### config.mk
export PLATFORM = sky130hd
export DESIGN_NAME = accum_stage_16
export DESIGN_NICKNAME = d
export VERILOG_FILES = /design/src/rtl/accum_stage_16.sv
export SDC_FILE = /design/constraint.sdc
export NUM_CORES = 1
export LEC_CHECK = 0
export CAP_MARGIN = 15
export CELL_PAD_IN_SITES_DETAIL_PLACEMENT = 0
export CELL_PAD_IN_SITES_GLOBAL_PLACEMENT = 1
export CORE_UTILIZATION = 33
export CTS_BUF_LIST = sky130_fd_sc_hd__clkbuf_4 sky130_fd_sc_hd__clkbuf_8 sky130_fd_sc_hd__clkbuf_16
export CTS_CLUSTER_SIZE = 10
export DETAILED_ROUTE_END_ITERATION = 16
export PLACE_DENSITY = 0.77
export SYNTH_ARGS = -nofsm -noshare
export SYNTH_HDL_FRONTEND = slang
export SYNTH_SLANG_ARGS = --single-unit
export TNS_END_PERCENT = 5
### constraint.sdc
create_clock -name clk -period 4.6 [get_ports clk]
set_input_delay 0.92 -clock clk [delete_from_list [all_inputs] [get_ports clk]]
set_output_delay 0.92 -clock clk [all_outputs]
set_load 0.02 [all_outputs]
### src/rtl/accum_stage_16.sv
// accum_stage_16: sequential add/subtract accumulator built on csa_16.
//
// Accepts 16-bit operands over in_valid/in_ready and folds each one into a
// running accumulator. It adds or subtracts according to in_sub. After NUM_OPS
// operands, or earlier on in_last, it presents the group result over
// out_valid/out_ready.
//
// Optional feature: define ACCUM_SAT_EN for saturating arithmetic. On an
// overflow or borrow the accumulator clamps to 16'hFFFF (add) or 16'h0000
// (subtract). When the macro is undefined the accumulator wraps modulo 2^16.
//
// Ports:
//   clk, rst            rising-edge clock, synchronous active-high reset
//   in_valid/in_ready   operand handshake
//   in_data             16-bit unsigned operand
//   in_sub              1 = subtract in_data, 0 = add
//   in_last             operand closes the group early
//   out_valid/out_ready result handshake
//   out_sum             accumulated result (16 bit)
//   out_ovf             sticky overflow/borrow flag for the group
//   out_cnt             operands in the group (8 bit)

// 16-bit carry select adder: 4-bit blocks, each block precomputes its sum for both carry-in values.
module csa_16 (
    input  logic [15:0] a,
    input  logic [15:0] b,
    input  logic        c_in,
    output logic [15:0] sum,
    output logic        c_out
);
    localparam int unsigned BLK_W = 4;
    localparam int unsigned N_BLK = 4;
    localparam int unsigned SUM_W = BLK_W + 1;

    logic [N_BLK:0] carry;

    assign carry[0] = c_in;

    for (genvar g = 0; g < N_BLK; g++) begin : g_blk
        logic [SUM_W-1:0] s0;
        logic [SUM_W-1:0] s1;

        assign s0 = SUM_W'(a[g*BLK_W +: BLK_W]) + SUM_W'(b[g*BLK_W +: BLK_W]);
        assign s1 = SUM_W'(a[g*BLK_W +: BLK_W]) + SUM_W'(b[g*BLK_W +: BLK_W]) + SUM_W'(1);

        assign sum[g*BLK_W +: BLK_W] = carry[g] ? s1[BLK_W-1:0] : s0[BLK_W-1:0];
        assign carry[g+1]            = carry[g] ? s1[BLK_W]     : s0[BLK_W];
    end

    assign c_out = carry[N_BLK];
endmodule

module accum_stage_16 #(
    parameter int unsigned NUM_OPS = 4
) (
    input  logic        clk,
    input  logic        rst,
    input  logic        in_valid,
    output logic        in_ready,
    input  logic [15:0] in_data,
    input  logic        in_sub,
    input  logic        in_last,
    output logic        out_valid,
    input  logic        out_ready,
    output logic [15:0] out_sum,
    output logic        out_ovf,
    output logic [7:0]  out_cnt
);
    localparam int unsigned DATA_W = 16;
    localparam int unsigned CNT_W  = 8;

    typedef enum logic {
        ACC  = 1'b0,
        DONE = 1'b1
    } state_t;

    state_t            state;
    logic [DATA_W-1:0] acc;
    logic              ovf;
    logic [CNT_W-1:0]  cnt;

    logic [DATA_W-1:0] b_op;
    logic [DATA_W-1:0] acc_nxt;
    logic [DATA_W-1:0] acc_upd;
    logic              c;
    logic              ev;
    logic              accept;
    logic [CNT_W-1:0]  cnt_inc;
    logic              close;

    // Subtraction is acc + ~in_data + 1. A missing carry-out then means a borrow.
    assign b_op = in_sub ? ~in_data : in_data;

    csa_16 u_csa (
        .a     (acc),
        .b     (b_op),
        .c_in  (in_sub),
        .sum   (acc_nxt),
        .c_out (c)
    );

    assign ev      = c ^ in_sub;
    assign accept  = in_valid & in_ready;
    assign cnt_inc = cnt + CNT_W'(1);
    assign close   = (cnt_inc == CNT_W'(NUM_OPS)) | in_last;

`ifdef ACCUM_SAT_EN
    // Clamp toward the side the result ran off.
    assign acc_upd = ev ? (in_sub ? DATA_W'(0) : {DATA_W{1'b1}}) : acc_nxt;
`else
    assign acc_upd = acc_nxt;
`endif

    // Control state and accumulator registers.
    always_ff @(posedge clk) begin
        if (rst) begin
            state <= ACC;
            acc   <= '0;
            ovf   <= 1'b0;
            cnt   <= '0;
        end else begin
            case (state)
                ACC: begin
                    if (accept) begin
                        acc <= acc_upd;
                        ovf <= ovf | ev;
                        cnt <= cnt_inc;
                        if (close) begin
                            state <= DONE;
                        end
                    end
                end
                DONE: begin
                    if (out_ready) begin
                        state <= ACC;
                        acc   <= '0;
                        ovf   <= 1'b0;
                        cnt   <= '0;
                    end
                end
                default: state <= ACC;
            endcase
        end
    end

    // Handshake flags decode straight from the state flop. Result outputs come straight from their registers.
    assign in_ready  = (state == ACC);
    assign out_valid = (state == DONE);
    assign out_sum   = acc;
    assign out_ovf   = ovf;
    assign out_cnt   = cnt;
endmodule

* Word-level counts from Yosys, hierarchy flattened
Index checks and enable logic that the tools add are counted.
** Cells by class
- Add/subtract/negate cells :: 9
- Equality and inequality tests :: 3
- Mux-type cells :: 22
- Bitwise gates (word level) :: 6
- Reductions and logical operators :: 1
** Operators by type and width (count)
- $mux 16 :: 3
- $pmux 16 s2 :: 1
- $add 4x4->5 :: 4
- $add 5x1->5 const B :: 4
- $mux 4 :: 4
- $mux 8 :: 2
- $not 16->16 :: 1
- $pmux 8 s2 :: 1
- $mux 1 :: 9
- $add 8x1->8 const B :: 1
- $eq 8x3->1 const B :: 1
- $pmux 1 s2 :: 2
- $ne 2x1->1 const B :: 1
- $ne 2x2->1 const B :: 1
- $or 1x1->1 :: 2
- $reduce_and 2->1 :: 1
- $and 1x1->1 :: 1
- $not 1->1 :: 1
- $xor 1x1->1 :: 1
** Storage, ports and cells
- Bits in registers :: 26
- Input bits :: 22
- Output and inout port bits :: 27
- Word-level logic and storage cells :: 45

* Logic depth before layout (Yosys ltp)
- Word-level depth :: 12
- Depth in mapped cells :: 18
- Gate-level depth less buffers :: 14

* Modules after synthesis
Synthesis repeated with hierarchy kept, for this count alone.
** Unflattened totals
- Cells, all modules :: 260
- Area, all modules :: 2306.0 sq um
** Modules (own cells, without submodules)
- accum_stage_16 :: times used 1, cells an instance 139, area each 1243.7 sq um, seq. area each 520.5 sq um
- csa_16 :: times used 1, cells an instance 121, area each 1062.3 sq um, seq. area each 0.0 sq um

* Worst setup path before layout
OpenSTA, ideal clock, no wires.
- Path kind :: input to register
- Start :: in in_sub
- End :: reg acc[15], in the netlist out_sum[15]
- Setup time :: 0.079 ns
- Arrival time :: 4.799 ns
- Required time :: 4.521 ns
- Path slack :: -0.278 ns
- Stages :: 18
- Cell sequence :: buf_1 -> clkbuf_1 -> xor2_1 -> ha_1 -> inv_1 -> fa_1 -> inv_1 -> ha_1 -> nand2_2 -> or4_1 -> o21ai_2 -> o2111ai_1 -> and4bb_1 -> buf_2 -> and3_1 -> clkbuf_2 -> or4b_1 -> o211ai_1
** Between the ends
- Word-level cells in the longest chain between the ends :: 9
- Elaborated cells on any way between the ends :: 15
- Those cells by class :: 8 x add/sub; 7 x mux
** RTL lines
- from (decl) :: RTL line 61 : input logic in_sub,
- $mux 16 :: RTL line 92 : assign b_op = in_sub ? ~in_data : in_data;
- $add 4x4->5 :: RTL line 43, 44
- $add 5x1->5 :: RTL line 44 : assign s1 = SUM_W'(a[g*BLK_W +: BLK_W]) + SUM_W'(b[g*BLK_W +: BLK_W]) + SUM_W'(1);
- $mux 1 (3 in series) :: RTL line 47 : assign carry[g+1] = carry[g] ? s1[BLK_W] : s0[BLK_W];
- $mux 4 (*) :: RTL line 46 : assign sum[g*BLK_W +: BLK_W] = carry[g] ? s1[BLK_W-1:0] : s0[BLK_W-1:0];
- $mux 16 (*) :: RTL line 124 : if (accept) begin
- $pmux 16 s2 (*) :: RTL line 122 : case (state)
- to (signal assigned) :: RTL line 125 : acc <= acc_upd;
- to (decl) :: RTL line 78 : logic [DATA_W-1:0] acc;
Mark *: on every way between the ends. The rest lies on a longest branch, timed or not. The select of a mux whose other input is x is not followed.
A chain may end at the register's enable or synchronous reset.

* Final worst setup path
Same ends and word-level chain as after synthesis.

==> run metrics <==
depth of the worst hold-timing path 2; layout cells sized above 1 0.05215; Pwr Total 0.001003 W; Detailed Route WL around 5000 um; Die W roughly 83 um; Remaining DRCs 0; Final Cycle Share 0.9453; mean post-synth cell area 7.837 um2; Synthesized Nets ~320; Final setup viols 0; clk_skew 9.423 ps; Worst setup SP type input pin; Worst Path Arrival 4550 ps; post-detail-place hpwl ~3800 um; Async SR Flop Fraction 0; busiest grt layer met2; row cnt 29; Via density 5.057; largest net degree at the start of global routing 22; Area after DPL around 2800 um2; fill cell count approximately 660; Syn Std Cell Area 2171 um2; clock latency on the worst-skew pair approximately 270 ps; via count 2038; Post CTS Setup Buffer Count 0; CP Capture Type flip-flop; top_reg_cell synth dfxtp_1; H-tree depth 1; Peak VDD IR about 0.00018 V; fin. max-slew vios 0; hold buffer count at CTS 0; worst slew pin tran 941.3 ps; Port Buffers 48; met2 GRT Util 0.2623; total gr overflow 0; Longest Clk Path Bufs 2; Crit Path Class in2reg; number of enable flip-flop cells after synthesis 0; clock-pin slew on the worst setup and hold paths approximately 100 ps; gp weighted congestion ~0.82; Worst R2R Path Depth 13; design area roughly 2800 um2; vias in the first global route a little under 2000; Cells after Synth about 280; DR pass1 iterations 4; R2R Path End out_sum[15]; slew margin rel. 0.3725; Fin Setup TNS 0 ps; CTS root buffer clkbuf_8; outcome complete, no violations; post-synthesis cell type count 43; worst hold path type reg2reg; first-pass GRT wire length around 8800 um; Hold EP out_sum[10]; initial antenna violation count 0; final hold vios 0; unrepaired setup endpoints after global routing false; CORE AREA 6350 um2; TritonCTS Sinks 26; Post-CTS Resized 0; met1 Usage GRT 0.1969; CTS buffer count 3; CP Max Fanout 5; max_cap viols 0; Worst path max stage delay between 500 and 600 ps; Worst R2R Start out_sum[0]; R2R setup slack between 1000 and 1500 ps; total of warnings raised by yosys 0; leakage power 1.202 nW; M3 GR Usage 0.02386; Max Freq between 200 and 250 MHz; fin crit period ~4300 ps; Routed wire per std cell between 10 and 15 um; hold_sp out_sum[10]; # IOs roughly 50; antenna-violating nets left 0; area delta synth->final 30.03%; post-synthesis sequential area ratio 0.2398; die extent in y ~83 um; Yosys reg bits 26; CP max-delay cell clkdlybuf4s50_1; power density over the cells 355.5 nW/um2; total global-route track usage 0.1501; CTS tree yes; crit-path cells clkdlybuf4s50_1, xor2_1, ha_1, inv_1, fa_1, inv_1, ha_1, nand2_2, or4_1, o21ai_2, o2111ai_1, and4bb_1, and3_1, or4b_1, o211ai_1; fin nets 374; Starting Density 0.3419; initial DRC count 39; WP data required around 4800 ps; Die Area 6906 um2; Diodes inserted 0
==> placed cells by master, fill, tap and decap left out, types with 2 or more instances in the layout <==
cell             instances
inv_1                   19
nand2_1                 25
nand4_1                  3
nand3b_1                 3
nand2b_1                 5
o21ai_0                 16
nor2_1                  33
and3_1                   6
a22oi_1                 11
or3_1                    2
fa_1                     4
clkbuf_8                 4
a21o_1                   5
xor2_1                  24
o211ai_1                 4
a21oi_1                 13
nor4_1                   2
or4_1                    2
ha_1                    21
clkdlybuf4s50_1         48
buf_4                    7
nor2b_1                  4
nand3_1                  5
dfxtp_1                 26
nor3_1                   5
mux2i_1                  3
xnor2_1                 11
==> flip-flops by register name, summed over array words and instances, names as in the netlist <==
register	flops
out_sum	16
out_cnt	8
out_valid	1
out_ovf	1
==> cell type report <==
type / count / area [um2] / share of cell area
tap: 77 / 96.34 / 0.03413
inverter: 19 / 71.32 / 0.02527
timing repair buffer: 55 / 533.0 / 0.1888
multi-input combinational: 222 / 1546 / 0.5479
sequential: 26 / 520.5 / 0.1844
clock buffer: 4 / 55.05 / 0.01950
==> logic make-up (layout without fill, tap and decap cells) <==
logic type                 count (synthesis)  count (layout)  synth area share
and+or+nand+nor                          101             101            0.2271
AOI/OAI and AO/OA                         58              58            0.1689
xor gates and xnor gates                  35              35            0.1412
buffers and inverters                     29              78           0.05129
DFF                                       26              26            0.2398
adders and majority gates                 25              25            0.1579
muxes                                      3               3           0.01383
==> stage by stage <==
stage	setup slack, ps	util	hold slack (ps)	instances
2_1_floorplan	73.59	-	550.7	277
3_3_place_gp	97.94	0.4347	474.4	399
3_5_place_dp	18.89	0.4347	479.4	399
4_1_cts	278.2	0.4434	493.6	403
5_1_grt	26.42	0.4445	532.4	403
6_report	251.6	0.4445	487.3	403
==> report_power, final <==
group          internal [W]  switching, W
clock             0.0000765     0.0000766
combinational      0.000261      0.000298
sequential         0.000260     0.0000315
total              0.000597      0.000407
==> worst max-delay path: cells and delay by family <==
| kind | cells | cell delay (ps) |
|---|---|---|
| AO/OA/AOI/OAI | 3 | 400 |
| XOR/XNOR | 1 | 180 |
| adder cells (fa/ha/maj) | 3 | 830 |
| buffers and inverters | 3 | 690 |
| AND/OR/NAND/NOR | 5 | 1530 |
==> worst max-delay path by stage <==
stage	start	endpoint	slack, ps	depth (start not counted)
5_1_grt	in_sub	out_sum[15]	30	15
3_3_place_gp	in_sub	out_sum[15]	100	15
2_1_floorplan	in_sub	out_sum[15]	70	18
3_5_place_dp	in_sub	out_sum[15]	20	15
4_1_cts	in_sub	out_sum[15]	280	15
6_report	in_sub	out_sum[15]	250	15
==> cells in the mapped netlist (4+ instances only) <==
| cell type | count | share of area |
|---|---|---|
| nor2b_1 | 4 | 0.012 |
| o21ai_0 | 16 | 0.037 |
| xor2_1 | 24 | 0.097 |
| inv_1 | 19 | 0.033 |
| a21oi_1 | 13 | 0.030 |
| dfxtp_1 | 26 | 0.24 |
| ha_1 | 21 | 0.12 |
| nor3_1 | 5 | 0.012 |
| clkbuf_1 | 6 | 0.010 |
| nand2b_1 | 5 | 0.014 |
| nand3_1 | 5 | 0.012 |
| a22oi_1 | 11 | 0.038 |
| xnor2_1 | 11 | 0.044 |
| and3_1 | 6 | 0.017 |
| o211ai_1 | 4 | 0.014 |
| a21o_1 | 5 | 0.017 |
| fa_1 | 4 | 0.037 |
| nand2_1 | 25 | 0.043 |
| nor2_1 | 33 | 0.057 |
==> layer usage <==
layer / routed length, um / vias up / part of all wire
met5: 0 / - / 0
met3: 182 / 4 / 0.036
met1: 2481 / 934 / 0.49
met4: 48 / 0 / 0.0095
li1: - / 1057 / -
met2: 2321 / 43 / 0.46
(Power assumes the default switching activity.)
